### src/rtl/fetch_pkg.sv
// Shared types and helpers for the instruction-fetch front end.
// The fetch queue stores {instr, pc_plus4} pairs; an empty queue presents
// an all-zero word, which decodes as a MIPS NOP (sll $0,$0,0).
package fetch_pkg;

    localparam int INSTR_W      = 32;
    localparam int FETCH_ADDR_W = 32;

    localparam logic [INSTR_W-1:0] NOP_INSTR = 32'h0000_0000;

    // One fetched instruction together with the address of its successor.
    typedef struct packed {
        logic [INSTR_W-1:0]      instr;
        logic [FETCH_ADDR_W-1:0] pc_plus4;
    } fetch_entry_t;

    // Sequential successor of a word-aligned PC; wraps modulo 2^FETCH_ADDR_W.
    function automatic logic [FETCH_ADDR_W-1:0] next_pc(input logic [FETCH_ADDR_W-1:0] pc);
        return pc + FETCH_ADDR_W'(4);
    endfunction

endpackage

### src/rtl/fetch_fifo.sv
// Small synchronous FIFO holding fetched entries between IF and ID.
// Storage is a bank of registers (one per slot) so the head is available
// combinationally from flops. clear beats push and pop in the same cycle.
// DEPTH must be a power of two so the pointers wrap without compare logic.
module fetch_fifo
    import fetch_pkg::*;
#(
    parameter int  DEPTH   = 2,
    parameter type entry_t = fetch_entry_t
) (
    input  logic   clk,
    input  logic   rst_n,
    input  logic   clear,
    input  logic   push,
    input  logic   pop,
    input  entry_t din,
    output logic   full,
    output logic   empty,
    output entry_t head
);

    localparam int PTR_W = (DEPTH > 1) ? $clog2(DEPTH) : 1;
    localparam int CNT_W = PTR_W + 1;
    localparam logic [CNT_W-1:0] DEPTH_CNT = CNT_W'(DEPTH);

    logic [PTR_W-1:0] wr_ptr_q;
    logic [PTR_W-1:0] wr_ptr_d;
    logic [PTR_W-1:0] rd_ptr_q;
    logic [PTR_W-1:0] rd_ptr_d;
    logic [CNT_W-1:0] count_q;
    logic [CNT_W-1:0] count_d;

    logic   do_push;
    logic   do_pop;
    entry_t slot_view [DEPTH];

    assign full  = (count_q == DEPTH_CNT);
    assign empty = (count_q == '0);
    assign head  = slot_view[rd_ptr_q];

    // Qualify the requests: a pop needs data, a push needs room unless the
    // head leaves in the same cycle, and a clear suppresses both.
    always_comb begin
        do_pop  = pop && !empty && !clear;
        do_push = push && !clear && (!full || do_pop);
    end

    // Pointer and occupancy update; clear empties the queue in one cycle.
    always_comb begin
        wr_ptr_d = wr_ptr_q;
        rd_ptr_d = rd_ptr_q;
        count_d  = count_q;
        if (clear) begin
            wr_ptr_d = '0;
            rd_ptr_d = '0;
            count_d  = '0;
        end else begin
            if (do_push) begin
                wr_ptr_d = wr_ptr_q + PTR_W'(1);
            end
            if (do_pop) begin
                rd_ptr_d = rd_ptr_q + PTR_W'(1);
            end
            case ({do_push, do_pop})
                2'b10:   count_d = count_q + CNT_W'(1);
                2'b01:   count_d = count_q - CNT_W'(1);
                default: count_d = count_q;
            endcase
        end
    end

    // Pointer/count registers with synchronous active-low reset.
    always_ff @(posedge clk) begin
        if (!rst_n) begin
            wr_ptr_q <= '0;
            rd_ptr_q <= '0;
            count_q  <= '0;
        end else begin
            wr_ptr_q <= wr_ptr_d;
            rd_ptr_q <= rd_ptr_d;
            count_q  <= count_d;
        end
    end

    // One register per slot. Slot contents need no reset: the consumer
    // masks the head whenever the queue is empty.
    for (genvar gi = 0; gi < DEPTH; gi++) begin : g_slot
        entry_t slot_q;
        entry_t slot_d;

        // Capture the incoming entry only when this slot is the write target.
        always_comb begin
            slot_d = slot_q;
            if (do_push && (wr_ptr_q == PTR_W'(gi))) begin
                slot_d = din;
            end
        end

        // Slot storage register.
        always_ff @(posedge clk) begin
            slot_q <= slot_d;
        end

        assign slot_view[gi] = slot_q;
    end

endmodule

### src/rtl/if_fetch_unit.sv
// Instruction-fetch front end: owns the PC, drives the instruction-memory
// address, queues {instr, pc+4} pairs for decode, and accepts redirects
// from EX/MEM that flush every younger fetch.
// Optional feature macro: IF_PERF_CNT_EN adds perf_fetch_cnt (pushes) and
// perf_stall_cnt (cycles with id_valid & !id_ready).
module if_fetch_unit
    import fetch_pkg::*;
#(
    parameter int                ADDR_W     = 32,
    parameter logic [ADDR_W-1:0] RESET_PC   = '0,
    parameter int                FIFO_DEPTH = 2
) (
    input  logic              clk,
    input  logic              rst_n,
    output logic [ADDR_W-1:0] imem_addr,
    input  logic [31:0]       imem_rdata,
    input  logic              redirect_valid,
    input  logic [ADDR_W-1:0] redirect_pc,
    input  logic              id_ready,
    output logic              id_valid,
    output logic [31:0]       id_instr,
    output logic [ADDR_W-1:0] id_pc_plus4
`ifdef IF_PERF_CNT_EN
    ,
    output logic [31:0]       perf_fetch_cnt,
    output logic [31:0]       perf_stall_cnt
`endif
);

    // Queue entry sized for this instance's address width.
    typedef struct packed {
        logic [INSTR_W-1:0] instr;
        logic [ADDR_W-1:0]  pc_plus4;
    } entry_t;

    // The PC is kept word aligned even if RESET_PC carries low bits.
    localparam logic [ADDR_W-1:0] RESET_PC_ALIGNED = {RESET_PC[ADDR_W-1:2], 2'b00};

    logic [ADDR_W-1:0] pc_q;
    logic [ADDR_W-1:0] pc_d;
    logic [ADDR_W-1:0] pc_plus4;
    logic [ADDR_W-1:0] redirect_target;

    logic   push;
    logic   pop;
    logic   fifo_full;
    logic   fifo_empty;
    entry_t fifo_din;
    entry_t fifo_head;

    // The two low bits of a redirect target are dropped by design.
    logic redirect_lsb_unused;
    assign redirect_lsb_unused = ^redirect_pc[1:0];

    assign redirect_target = {redirect_pc[ADDR_W-1:2], 2'b00};
    assign imem_addr       = pc_q;

    // Use the shared successor helper when widths line up; otherwise a
    // plain add of the same meaning.
    if (ADDR_W == FETCH_ADDR_W) begin : g_pc_inc_pkg
        assign pc_plus4 = next_pc(pc_q);
    end else begin : g_pc_inc_generic
        assign pc_plus4 = pc_q + ADDR_W'(4);
    end

    // Handshake: decode pops the head; fetch pushes unless a redirect is
    // flushing the pipe or the queue is full with no pop to make room.
    always_comb begin
        pop      = id_valid && id_ready;
        push     = !redirect_valid && (!fifo_full || pop);
        fifo_din = '{instr: imem_rdata, pc_plus4: pc_plus4};
    end

    // Next PC: a redirect wins, otherwise advance only when the fetch is
    // accepted into the queue, so imem_addr stays put while stalled.
    always_comb begin
        pc_d = pc_q;
        if (redirect_valid) begin
            pc_d = redirect_target;
        end else if (push) begin
            pc_d = pc_plus4;
        end
    end

    // PC register; reset overrides redirect and stall.
    always_ff @(posedge clk) begin
        if (!rst_n) begin
            pc_q <= RESET_PC_ALIGNED;
        end else begin
            pc_q <= pc_d;
        end
    end

    fetch_fifo #(
        .DEPTH   (FIFO_DEPTH),
        .entry_t (entry_t)
    ) u_fetch_fifo (
        .clk   (clk),
        .rst_n (rst_n),
        .clear (redirect_valid),
        .push  (push),
        .pop   (pop),
        .din   (fifo_din),
        .full  (fifo_full),
        .empty (fifo_empty),
        .head  (fifo_head)
    );

    // Present the registered head; an empty queue shows a NOP at PC+4 = 0.
    always_comb begin
        id_valid    = !fifo_empty;
        id_instr    = NOP_INSTR;
        id_pc_plus4 = '0;
        if (!fifo_empty) begin
            id_instr    = fifo_head.instr;
            id_pc_plus4 = fifo_head.pc_plus4;
        end
    end

`ifdef IF_PERF_CNT_EN
    logic [31:0] perf_fetch_q;
    logic [31:0] perf_fetch_d;
    logic [31:0] perf_stall_q;
    logic [31:0] perf_stall_d;

    // Counters free-run across redirects and wrap at 2^32.
    always_comb begin
        perf_fetch_d = perf_fetch_q;
        perf_stall_d = perf_stall_q;
        if (push) begin
            perf_fetch_d = perf_fetch_q + 32'd1;
        end
        if (id_valid && !id_ready) begin
            perf_stall_d = perf_stall_q + 32'd1;
        end
    end

    // Counter registers; only reset clears them.
    always_ff @(posedge clk) begin
        if (!rst_n) begin
            perf_fetch_q <= '0;
            perf_stall_q <= '0;
        end else begin
            perf_fetch_q <= perf_fetch_d;
            perf_stall_q <= perf_stall_d;
        end
    end

    assign perf_fetch_cnt = perf_fetch_q;
    assign perf_stall_cnt = perf_stall_q;
`endif

endmodule

### config.mk
export PLATFORM = sky130hd
export DESIGN_NAME = if_fetch_unit
export DESIGN_NICKNAME = d
export VERILOG_FILES = /design/src/rtl/fetch_pkg.sv /design/src/rtl/fetch_fifo.sv /design/src/rtl/if_fetch_unit.sv
export SDC_FILE = /design/constraint.sdc
export NUM_CORES = 1
export LEC_CHECK = 0
export ABC_CLOCK_PERIOD_IN_PS = 19200
export CAP_MARGIN = 25
export CORE_ASPECT_RATIO = 1.25
export CORE_MARGIN = 10
export CORE_UTILIZATION = 41
export DETAILED_ROUTE_END_ITERATION = 10
export GPL_TIMING_DRIVEN = 0
export PLACE_DENSITY = 0.69
export SLEW_MARGIN = 20
export SYNTH_ARGS = -nofsm -noshare
export SYNTH_HDL_FRONTEND = slang
export SYNTH_SLANG_ARGS = --single-unit
### constraint.sdc
create_clock -name clk -period 19.2 [get_ports clk]
set_input_delay 2.88 -clock clk [delete_from_list [all_inputs] [get_ports clk]]
set_output_delay 2.88 -clock clk [all_outputs]
set_load 0.1 [all_outputs]
After elaboration in Yosys (flattened, before gate mapping). Index checks and enable logic that the tools add are counted.

Word-level logic and storage cells: 46. Register bits after elaboration: 164. Output and inout bits: 97. Bits of input ports: 68.

$add $sub $neg: 5. Muxes and demuxes: 8. $lt $le $gt $ge: 1. Bitwise gates (word level): 3. Reductions and logical operators: 17. Equality and inequality tests: 3.

Operator list (count): $mux W64 (3); $mux W32 (4); $add A32 B3 Y32 const B (1); $logic_and A1 B1 Y1 (8); $eq A2 B2 Y1 const B (2); $pmux W2 S2 (1); $reduce_bool A2 Y1 (2); $logic_not A1 Y1 (3); $add A1 B1 Y1 const B (2); $add A2 B1 Y2 const B (1); $eq A2 B1 Y1 const B (1); $ge A2 B2 Y1 const B (1); $logic_not A2 Y1 (1); $logic_or A1 B1 Y1 (2); $not A1 Y1 (2); $not A1 Y2 (1); $reduce_or A2 Y1 (1); $sub A2 B1 Y2 const B (1).

Longest topological paths before layout. Gate-level depths: netlist of run 1.

Word-level depth: 9. Gate-level depth with buffers: 9. Mapped depth without buffers: 6.

Hierarchy. Synthesis of run 1 repeated with hierarchy kept, for this count alone.

Cells, all modules: 573. Area, all modules: 7387.1 um^2.

By module, submodules not included: fetch_fifo (area an instance 4858.4 um^2, cells an instance 228, seq. area each 3923.8 um^2, times used 1); if_fetch_unit (area an instance 2528.7 um^2, cells an instance 345, seq. area each 600.6 um^2, times used 1).

Least setup slack after synthesis of run 1. No wires, ideal clock.

Kind: input port to flip-flop. From: in id_ready. To: reg u_fetch_fifo.g_slot[0].slot_q[10] in the netlist's numbering, enable pin. Data required time: 18.642 ns. Slack: 10.950 ns. Setup time: 0.558 ns. Buffers on the path: 2. Stages: 5. Data arrival time: 7.692 ns. Cell sequence: nand2b_1 and2_1 buf_2 clkbuf_1 nor3_1.

Cells in the longest elaborated chain, start to end: 6. Elaborated cells on any way between the ends: 9. Those cells by class: 9 x reduce/logical.

RTL lines: from (decl) (RTL line if_fetch_unit.sv:19) `input logic id_ready,`; $logic_and A1 B1 Y1 * (RTL line if_fetch_unit.sv:69) `pop = id_valid && id_ready;`; $logic_or A1 B1 Y1 / $logic_and A1 B1 Y1 (equally long branches) (RTL line if_fetch_unit.sv:70, fetch_fifo.sv:44); $logic_and A1 B1 Y1 (on tied branches) (RTL line if_fetch_unit.sv:70, fetch_fifo.sv:44); $logic_and A1 B1 Y1 / $logic_or A1 B1 Y1 (equally long branches) (RTL line fetch_fifo.sv:45) `do_push = push && !clear && (!full || do_pop);`; $logic_and A1 B1 Y1 * (RTL line fetch_fifo.sv:45); $logic_and A1 B1 Y1 * (RTL line fetch_fifo.sv:94) `if (do_push && (wr_ptr_q == PTR_W'(gi))) begin`; to (signal assigned) (RTL line fetch_fifo.sv:101) `slot_q <= slot_d;`; to (decl) (RTL line fetch_fifo.sv:88) `entry_t slot_q;`.

Every way passes the cells marked *; elsewhere a longest branch is shown, timed or not. A chain may end at the register's enable or synchronous reset.

Worst setup path in the final report of run 1.
From: reg u_fetch_fifo.rd_ptr_q. To: out id_pc_plus4[20].

Cells in the longest elaborated chain, start to end: 5.

RTL lines: from (decl) (RTL line fetch_fifo.sv:28) `logic [PTR_W-1:0] rd_ptr_q;`; from (signal assigned) (RTL line fetch_fifo.sv:80) `rd_ptr_q <= rd_ptr_d;`; $not A1 Y2 (implied by the code) (RTL line fetch_fifo.sv:39) `assign head = slot_view[rd_ptr_q];`; $mux W64 (implied by the code) (3 in series) (RTL line fetch_fifo.sv:39); $mux W32 (RTL line if_fetch_unit.sv:114) `if (!fifo_empty) begin`; to (decl) (RTL line if_fetch_unit.sv:22) `output logic [ADDR_W-1:0] id_pc_plus4`.

No other way between the ends. The select of a mux whose other input is x is not followed.

==> results of run 1 <==
-- final cells by class --
type	count	area, sq um
Fill cell	1475	7634
Sequential cell	158	4404
Clock buffer	18	429.2
Buffer	49	217.7
Clock inverter	14	133.9
Timing Repair Buffer	165	1663
Inverter	12	45.04
Multi-Input combinational cell	379	2557
Tap cell	224	280.3
-- state kept, by name, summed over array words and instances, names as in the netlist --
register                    flops
u_fetch_fifo.rd_ptr_q           1
u_fetch_fifo.count_q            2
u_fetch_fifo.g_slot.slot_q    124
u_fetch_fifo.wr_ptr_q           1
imem_addr                      30
-- metal layers --
layer  global-route usage, %  part of all wire, %  wire, um  vias up
li1                        -                    -         -     2580
met1                   19.68                   41      8134     2567
met2                   27.95                   50      9888      186
met3                   4.757                  7.0      1379       27
met4                   5.556                  2.0       390        0
met5                       0                    0         0        -
-- Yosys cell counts (all sizes together) --
cell	count	area share (%)
a21oi	12	0.83
nor3b	1	0.10
or3	5	0.43
ha	3	0.52
and2	7	0.61
buf	17	1.4
o221ai	3	0.36
o2111a	1	0.16
a21boi	1	0.10
o311ai	2	0.24
or4	12	1.3
dfxtp	34	9.4
a211o	1	0.12
o31a	1	0.12
nand3	9	0.87
and3	4	0.35
a41o	3	0.42
o31ai	6	0.63
a31oi	11	0.96
and4	1	0.12
nand4	15	1.5
mux2i	63	8.8
a31o	2	0.24
nor2	87	4.5
xnor2	24	2.9
or4b	2	0.28
nand2	19	0.99
o21ai	20	1.4
a32oi	2	0.24
nand2b	5	0.43
edfxtp	124	52
a32o	1	0.14
or2	1	0.087
clkbuf	32	1.7
inv	12	0.63
conb	1	0.052
a311oi	4	0.49
o211a	1	0.14
nor3	8	0.56
xor2	15	1.8
nor2b	1	0.087
nor4	7	0.69
a311o	1	0.14
a211oi	12	1.3
a2111oi	2	0.24
-- worst max path at each step --
stage                                  startpoint  cells after the start                                     endpoint
2_1_floorplan                            id_ready                      5  u_fetch_fifo.g_slot[0].slot_q[10]$_DFFE_PP_
3_3_place_gp                             id_ready                      6  u_fetch_fifo.g_slot[0].slot_q[52]$_DFFE_PP_
3_5_place_dp   u_fetch_fifo.rd_ptr_q$_SDFFE_PP0P_                      5                                 id_instr[16]
4_1_cts        u_fetch_fifo.rd_ptr_q$_SDFFE_PP0P_                      5                                 id_instr[16]
5_1_grt        u_fetch_fifo.rd_ptr_q$_SDFFE_PP0P_                      5                               id_pc_plus4[5]
6_report       u_fetch_fifo.rd_ptr_q$_SDFFE_PP0P_                      5                              id_pc_plus4[20]
-- worst reg2reg max path: cells and delay by family, from the launching register on --
family,cells,cell delay (ns)
DFF,1,0.35
adders and majority gates,1,0.19
buffers and inverters,6,1.50
and+or+nand+nor,3,1.15
-- per-stage QoR --
step / instances / hold slack [ns] / instance area, sq um
floorplan: 598 / 0.4844 / 7214
finish: 1019 / 0.5294 / 9731
global route: 1019 / 0.5733 / 9731
CTS: 1019 / 0.5351 / 9731
global placement: 979 / 0.4998 / 9066
detailed placement: 987 / 0.5194 / 9168
-- power groups by stage --
stage	registers (mW)	logic, mW	clock network [mW]
finish	0.403	0.216	0.320
global route	0.404	0.225	0.341
CTS	0.403	0.217	0.326
detailed placement	0.410	0.217	0
global placement	0.412	0.211	0
floorplan	0.441	0.122	0
-- logic make-up (layout without fill, tap and decap cells) --
kind of cell	count (synthesis)	count (layout)
other cells	1	4
fa+ha+maj	3	3
xor+xnor	39	39
flops	158	158
compound gates	86	86
mux	63	63
simple gates	184	184
buf+inv	61	258
==> impl_metrics.env, run 1 <==
export IMPL_synth_mux_area_share_pct=8.755
export IMPL_insertedDiodeCount=0
export IMPL_pwr_share_seq_pct=42.9
export IMPL_cpLargestDelayFamily="buffers and inverters"
export IMPL_hold_end="u_fetch_fifo.count_q[0]$_SDFFE_PP0P_"
export IMPL_cp_start_kind="flip-flop"
export IMPL_synthesis_area_sq_um=7203
export IMPL_die_area_sq_um=23300
export IMPL_drv_slew=0
export IMPL_setup_viol=0
export IMPL_skew_ns=0.01261
export IMPL_worstPathArrival_ns=3.32
export IMPL_area_delta_synth_final_pct=35.09
export IMPL_crit_buf_inv=3
export IMPL_reg2reg_from="u_fetch_fifo.count_q[0]$_SDFFE_PP0P_"
export IMPL_hpwl_um=14890
export IMPL_crit_required_ns=16.32
export IMPL_reg2reg_depth=10
export IMPL_fin_ws_ns=13.00
export IMPL_p_int_mw=0.6288
export IMPL_port_buffers=157
export IMPL_via_per_inst=5.260
export IMPL_antenna_found_initial=0
export IMPL_hp_class="reg -> reg"
export IMPL_drt_iter0_drc=324
export IMPL_tns_ns=0
export IMPL_layout_common_cells="157 x clkdlybuf4s50_1, 124 x edfxtp_1, 87 x nor2_1"
export IMPL_synthAdderAreaFrac_pct=0.5211
export IMPL_preCtsSetupSlack_ns=13.35
export IMPL_synth_top_family_by_area="simple AND/OR/NAND/NOR gates"
export IMPL_cp_cell_sequence="clkbuf_1 -> clkbuf_1 -> mux2i_1 -> nor2_1 -> clkdlybuf4s50_1"
export IMPL_cts_buffer_depth=2
export IMPL_switchingPower_mw=0.3092
export IMPL_reg2reg_to="u_fetch_fifo.g_slot[0].slot_q[63]$_DFFE_PP_"
export IMPL_clkLatencyLatePin_ns=0.42
export IMPL_syn_inst=595
export IMPL_timing_slew_headroom_pct=29.57
export IMPL_drc_errors=0
export IMPL_irDropWorstVdd_uv=64.22
export IMPL_clock_fmax_mhz=161.4
export IMPL_ys_ff_latch=158
export IMPL_numClockSinks=158
export IMPL_num_nets_final=853
export IMPL_dr_pass1_iters=5
export IMPL_slowest_delay_ns=1.16
export IMPL_yosys_cell_types_count=53
export IMPL_vias=5360
export IMPL_die_h_um=168.2
export IMPL_io_pins=165
export IMPL_ys_seq_area_share_pct=61.14
export IMPL_max_slew_worst_pin_slew_ns=1.053
export IMPL_num_rows=54
export IMPL_grt_max_degree=48
export IMPL_cts_resized=0
export IMPL_final_util_pct=56.04
export IMPL_avgRoutedWirePerCell_um=19.42
export IMPL_endpoint_kind="output port"
export IMPL_overflow=0
export IMPL_ant_nets=0
export IMPL_rsz0062_at_grt="false"
export IMPL_min_from="u_fetch_fifo.count_q[0]$_SDFFE_PP0P_"
export IMPL_p_leak_nw=3.211
export IMPL_grt_use_total_pct=16.50
export IMPL_synth_xor_area_share_pct=4.742
export IMPL_fin_crit_sh_pct=32.27
export IMPL_layout_commonest_cell="clkdlybuf4s50_1"
export IMPL_period_minus_slack_ns=6.195
export IMPL_routed_wl_um=19790
export IMPL_crit_fanout=10
export IMPL_maxCapViolCount=0
export IMPL_drive_above_1_share_pct=8.050
export IMPL_yosys_area_share_simple_pct=12.92
export IMPL_cts_buffers=17
export IMPL_first_global_vias=5524
export IMPL_initial_utilization_pct=41.48
export IMPL_core_area_sq_um=17360
export IMPL_total_power_mw=0.9380
export IMPL_postCtsSetupBuffers=0
export IMPL_netSwitchingFraction_pct=32.97
export IMPL_power_frac_clock_pct=34.1
export IMPL_comb_power_share_pct=23.0
export IMPL_cts_root_buffer="clkbuf_16"
export IMPL_grt_pass1_wl_um=30630
export IMPL_regToRegSetupSlack_ns=15.73
export IMPL_status="complete, no violations"
export IMPL_cts_hold_buffers=0
export IMPL_ys_warn_count=0
export IMPL_gp_congestion=0.8984
export IMPL_syn_avg_cell_area_sq_um=12.11
export IMPL_die_x_um=138.6
export IMPL_synth_compound_area_share_pct=8.216
export IMPL_hold_depth=2
export IMPL_cts_clk_slew_worst_paths_ns=0.06
export IMPL_hold_violations=0
export IMPL_critical_path_class="reg -> out"
export IMPL_cts_tree="built"
export IMPL_cp_slowest_cell="clkdlybuf4s50_1"
export IMPL_cpMostUsedCell="clkbuf_1"
export IMPL_power_density_nw_per_um2=96.40
export IMPL_htreeDepth=4
Power figures use the tool's default switching activity.
==> run 2, diff against run 1 <==
- ABC_CLOCK_PERIOD_IN_PS: 19200 -> 5200
- PLACE_DENSITY: 0.69 -> 0.72
- clock period: 19.2 -> 5.2 ns (I/O delays scaled with it)
==> run 2 against run 1 <==
Sequential power increased to 3.7 times the previous value. Power increased to 3.8 times the previous value. Clock power increased to 4.1 times the previous value. Utilization increased by 0.43 points. Wire length increased by 0.91%. Critical endpoint is now id_pc_plus4[2]. Largest power group unchanged.
==> impl_metrics.env, run 2 (synthesized netlist as in run 1, its figures left out) <==
export IMPL_vias=5419
export IMPL_hp_class="reg -> reg"
export IMPL_period_minus_slack_ns=4.162
export IMPL_die_area_sq_um=23300
export IMPL_slowest_delay_ns=1.15
export IMPL_cts_buffer_depth=2
export IMPL_cts_buffers=17
export IMPL_drv_slew=0
export IMPL_hold_violations=0
export IMPL_skew_ns=0.009253
export IMPL_overflow=0
export IMPL_crit_buf_inv=3
export IMPL_routed_wl_um=19970
export IMPL_core_area_sq_um=17360
export IMPL_drive_above_1_share_pct=7.576
export IMPL_cts_resized=0
export IMPL_critical_path_class="reg -> out"
export IMPL_die_x_um=138.6
export IMPL_first_global_vias=5606
export IMPL_antenna_found_initial=0
export IMPL_drt_iter0_drc=276
export IMPL_port_buffers=157
export IMPL_gp_congestion=0.8910
export IMPL_clkLatencyLatePin_ns=0.42
export IMPL_max_slew_worst_pin_slew_ns=1.065
export IMPL_num_nets_final=850
export IMPL_final_util_pct=56.47
export IMPL_io_pins=165
export IMPL_placed_cell_area_sq_um=9175
export IMPL_avgRoutedWirePerCell_um=19.66
export IMPL_die_h_um=168.2
export IMPL_cpLargestDelayFamily="buffers and inverters"
export IMPL_hpwl_um=14980
export IMPL_maxCapViolCount=0
export IMPL_dp_cells=984
export IMPL_worstPathArrival_ns=3.38
export IMPL_timing_slew_headroom_pct=28.75
export IMPL_rsz0062_at_grt="false"
export IMPL_fin_crit_sh_pct=80.04
export IMPL_cp_start_kind="flip-flop"
export IMPL_cts_hold_buffers=0
export IMPL_largest_reg_flops=124
export IMPL_dr_pass1_iters=5
export IMPL_cp_cell_sequence="clkbuf_1 -> buf_1 -> mux2i_1 -> nor2_1 -> clkdlybuf4s50_1"
export IMPL_status="complete, no violations"
export IMPL_htreeDepth=4
export IMPL_num_rows=54
export IMPL_setup_viol=0
export IMPL_p_leak_nw=3.248
export IMPL_crit_fanout=10
export IMPL_drc_errors=0
export IMPL_insertedDiodeCount=0
export IMPL_grt_pass1_wl_um=31040
export IMPL_layout_common_cells="157 x clkdlybuf4s50_1, 124 x edfxtp_1, 87 x nor2_1"
export IMPL_endpoint_kind="output port"
export IMPL_power_density_nw_per_um2=367.2
export IMPL_preCtsSetupSlack_ns=1.400
export IMPL_crit_required_ns=4.42
export IMPL_fin_ws_ns=1.038
export IMPL_numClockSinks=158
export IMPL_postCtsSetupBuffers=0
export IMPL_cts_clk_slew_worst_paths_ns=0.06
export IMPL_ant_nets=0
export IMPL_grt_use_total_pct=16.78
export IMPL_instances_no_fill=1016
export IMPL_regMostFlops="u_fetch_fifo.g_slot.slot_q"
export IMPL_layout_commonest_cell="clkdlybuf4s50_1"
export IMPL_cp_slowest_cell="clkdlybuf4s50_1"
export IMPL_cts_root_buffer="clkbuf_16"
export IMPL_cts_tree="built"
export IMPL_total_power_mw=3.601
export IMPL_irDropWorstVdd_uv=207.8
export IMPL_grt_max_degree=37
export IMPL_clock_fmax_mhz=240.3
export IMPL_via_per_inst=5.334
export IMPL_initial_utilization_pct=41.48
export IMPL_area_delta_synth_final_pct=36.13
export IMPL_finalInstanceArea_sq_um=9806
-- run 2: changes by cell type in the layout (fill, tap and decap cells not counted) --
| cell | delta |
|---|---|
| bufinv_16 | +3 |
| buf_4 | -4 |
| nor3_2 | -1 |
| buf_8 | +3 |
| clkbuf_8 | +1 |
| nor3_4 | +1 |
| clkbuf_1 | +1 |
| clkinvlp_4 | -3 |
| buf_6 | -3 |
| buf_12 | +1 |
| inv_6 | -2 |
-- run 2: final timing paths --
kind / startpoint / end / slack (ns) / depth (start not counted)
worst min-delay path: u_fetch_fifo.count_q[0]$_SDFFE_PP0P_ / u_fetch_fifo.count_q[0]$_SDFFE_PP0P_ / 0.52 / 2
worst max register to register: u_fetch_fifo.count_q[0]$_SDFFE_PP0P_ / u_fetch_fifo.g_slot[0].slot_q[60]$_DFFE_PP_ / 1.73 / 11
worst max-delay path: u_fetch_fifo.rd_ptr_q$_SDFFE_PP0P_ / id_pc_plus4[2] / 1.04 / 5
worst min register to register: u_fetch_fifo.count_q[0]$_SDFFE_PP0P_ / u_fetch_fifo.count_q[0]$_SDFFE_PP0P_ / 0.52 / 2
-- run 2: where the power goes --
group / total, mW / switching (mW) / internal, mW
clock network: 1.31 / 0.492 / 0.822
registers: 1.49 / 0.0403 / 1.45
logic: 0.800 / 0.589 / 0.211
-- run 2: final cells by class --
| type | count | area, sq um |
|---|---|---|
| buffer | 49 | 217.7 |
| fill | 1444 | 7559 |
| timing repair buffer | 162 | 1664 |
| sequential | 158 | 4404 |
| tap | 224 | 280.3 |
| multi-input combinational | 379 | 2564 |
| clock buffer | 20 | 446.7 |
| inverter | 12 | 45.04 |
| clock inverter | 12 | 183.9 |
-- run 2: per-layer routing --
metal  vias to the layer above  wire length (um)  GRT usage (%)
li1                       2571                 -              -
met2                       200             10320          29.36
met4                         0               397          6.336
met5                         -                 0              0
met3                        27              1248          3.912
met1                      2621              8003          19.52
-- run 2: tightest hold or removal path: stages (launching register included) --
cell and delay, ns:
dfxtp_1 0.34, xnor2_1 0.08, nor2_1 0.07
-- run 2: per-stage QoR --
step / TNS, ns / hold WS, ns
detailed placement: 0 / 0.5066
global route: 0 / 0.5531
global placement: -75.10 / 0.4990
finish: 0 / 0.5227
floorplan: 0 / 0.4844
CTS: 0 / 0.5260
==> run 3, diff against run 2 <==
- ABC_CLOCK_PERIOD_IN_PS: 5200 -> 3450
- clock period: 5.2 -> 3.45 ns (I/O delays scaled with it)
==> run 3 against run 2 <==
Final area up 0.55%. Sequential share of layout area is 0.25 points lower. Sequential cell count stayed put. Via count shrank 1.0%. Critical endpoint is now id_pc_plus4[28]. Largest power group unchanged.
==> impl_metrics.env, run 3 (synthesized netlist as in run 1, its figures left out) <==
export IMPL_multi_input_area_sq_um=2564
export IMPL_regArea_sq_um=4404
export IMPL_worstPathArrival_ns=2.78
export IMPL_clock_fmax_mhz=303.4
export IMPL_p_leak_nw=3.263
export IMPL_vias=5363
export IMPL_core_area_sq_um=17360
export IMPL_hp_class="reg -> reg"
export IMPL_num_nets_final=850
export IMPL_die_x_um=138.6
export IMPL_cts_clk_slew_worst_paths_ns=0.06
export IMPL_cts_tree="built"
export IMPL_status="complete, no violations"
export IMPL_dr_pass1_iters=5
export IMPL_critical_path_class="reg -> out"
export IMPL_num_rows=54
export IMPL_endpoint_kind="output port"
export IMPL_io_pins=165
export IMPL_crit_buf_inv=3
export IMPL_routed_wl_um=19770
export IMPL_max_slew_worst_pin_slew_ns=1.062
export IMPL_first_global_vias=5533
export IMPL_cts_buffers=17
export IMPL_port_buffers=157
export IMPL_slowest_delay_ns=0.60
export IMPL_grt_use_total_pct=16.46
export IMPL_insertedDiodeCount=0
export IMPL_rsz0062_at_grt="true"
export IMPL_antenna_found_initial=0
export IMPL_cp_cell_sequence="clkbuf_1 -> buf_1 -> mux2i_1 -> nor2_1 -> clkdlybuf4s15_2"
export IMPL_crit_cells=5
export IMPL_cts_root_buffer="clkbuf_16"
export IMPL_htreeDepth=4
export IMPL_avgRoutedWirePerCell_um=19.48
export IMPL_via_per_inst=5.284
export IMPL_reg2reg_depth=10
export IMPL_cts_buffer_depth=2
export IMPL_skew_ns=0.01609
export IMPL_irDropWorstVdd_uv=311.2
export IMPL_regMostFlops="u_fetch_fifo.g_slot.slot_q"
export IMPL_drive_above_1_share_pct=14.92
export IMPL_timing_slew_headroom_pct=28.95
export IMPL_largest_reg_flops=124
export IMPL_cp_slowest_cell="buf_1"
export IMPL_crit_fanout=10
export IMPL_die_area_sq_um=23300
export IMPL_gp_congestion=0.9493
export IMPL_n_fill_cell=1460
export IMPL_drv_slew=0
export IMPL_total_power_mw=5.371
export IMPL_grt_max_degree=46
export IMPL_preCtsSetupSlack_ns=-0.06324
export IMPL_ant_nets=0
export IMPL_hold_depth=2
export IMPL_overflow=0
export IMPL_setup_viol=0
export IMPL_maxCapViolCount=0
export IMPL_drt_iter0_drc=370
export IMPL_cpLargestDelayFamily="buffers and inverters"
export IMPL_numClockSinks=158
export IMPL_die_h_um=168.2
export IMPL_cts_hold_buffers=0
export IMPL_initial_utilization_pct=41.48
export IMPL_area_delta_synth_final_pct=36.88
export IMPL_drc_errors=0
export IMPL_power_density_nw_per_um2=544.8
export IMPL_fin_ws_ns=0.1535
export IMPL_cp_start_kind="flip-flop"
export IMPL_fin_crit_sh_pct=95.55
export IMPL_grt_pass1_wl_um=30630
export IMPL_hold_violations=0
export IMPL_crit_required_ns=2.93
export IMPL_clkLatencyLatePin_ns=0.43
export IMPL_layout_common_cells="124 x edfxtp_1, 97 x clkdlybuf4s50_1, 87 x nor2_1"
export IMPL_layout_commonest_cell="edfxtp_1"
export IMPL_period_minus_slack_ns=3.297
export IMPL_hpwl_um=14610
==> run 3: routing by layer <==
layer | vias to the layer above | GRT usage (%) | routed length, um
met5 | - | 0 | 0
met3 | 33 | 4.475 | 1261
li1 | 2570 | - | -
met4 | 0 | 6.015 | 393
met1 | 2565 | 18.66 | 7897
met2 | 195 | 28.99 | 10220
==> run 3: final timing paths <==
| kind | from | endpoint | slack [ns] |
|---|---|---|---|
| max | u_fetch_fifo.rd_ptr_q$_SDFFE_PP0P_ | id_pc_plus4[28] | 0.15 |
| min | u_fetch_fifo.count_q[0]$_SDFFE_PP0P_ | u_fetch_fifo.count_q[0]$_SDFFE_PP0P_ | 0.54 |
| min reg2reg | u_fetch_fifo.count_q[0]$_SDFFE_PP0P_ | u_fetch_fifo.count_q[0]$_SDFFE_PP0P_ | 0.54 |
| max reg2reg | u_fetch_fifo.count_q[0]$_SDFFE_PP0P_ | u_fetch_fifo.g_slot[0].slot_q[38]$_DFFE_PP_ | 0.27 |
==> run 3: timing repair <==
| item | 4_1_cts | 5_1_grt |
|---|---|---|
| setup buffers | 0 | 0 |
| gates cloned | 0 | 0 |
| resized for setup | 180 | 3 |
| endpoints found under the setup margin | 60 | 33 |
==> run 3: where the power goes <==
group          internal [mW]  switching (mW)  leakage, nW  total, mW
logic                  0.300           0.886         1.51       1.19
registers               2.18          0.0615         1.46       2.24
clock network           1.23           0.716        0.297       1.94
==> run 3: through the flow <==
step,hold slack [ns],setup TNS (ns),utilization (%),instance area (sq um),std cells
after floorplan,0.4844,0,-,7226,598
after global placement,0.4980,-167.48,52.28,9077,979
after detailed placement,0.5288,-0.3144,52.81,9170,984
after CTS,0.5472,0,56.78,9859,1015
after global routing,0.5560,-0.7903,56.78,9859,1015
final,0.5412,0,56.78,9859,1015
==> run 3: worst reg2reg max path: cells and delay by family, from the launching register on <==
kind	cells	cell delay (ns)
AND/OR/NAND/NOR	3	1.01
flip-flops	1	0.34
adder cells (fa/ha/maj)	1	0.18
buffers and inverters	6	1.35
==> run 3: final cells by class <==
| class | instances | share of cell area [%] |
|---|---|---|
| plain buffers | 49 | 2.208 |
| clock buffers | 21 | 4.569 |
| clock inverters | 10 | 1.662 |
| inverters | 12 | 0.4569 |
| multi-input cells | 379 | 26.00 |
| flip-flops and latches | 158 | 44.67 |
| well taps | 224 | 2.843 |
| repair buffers | 162 | 17.59 |
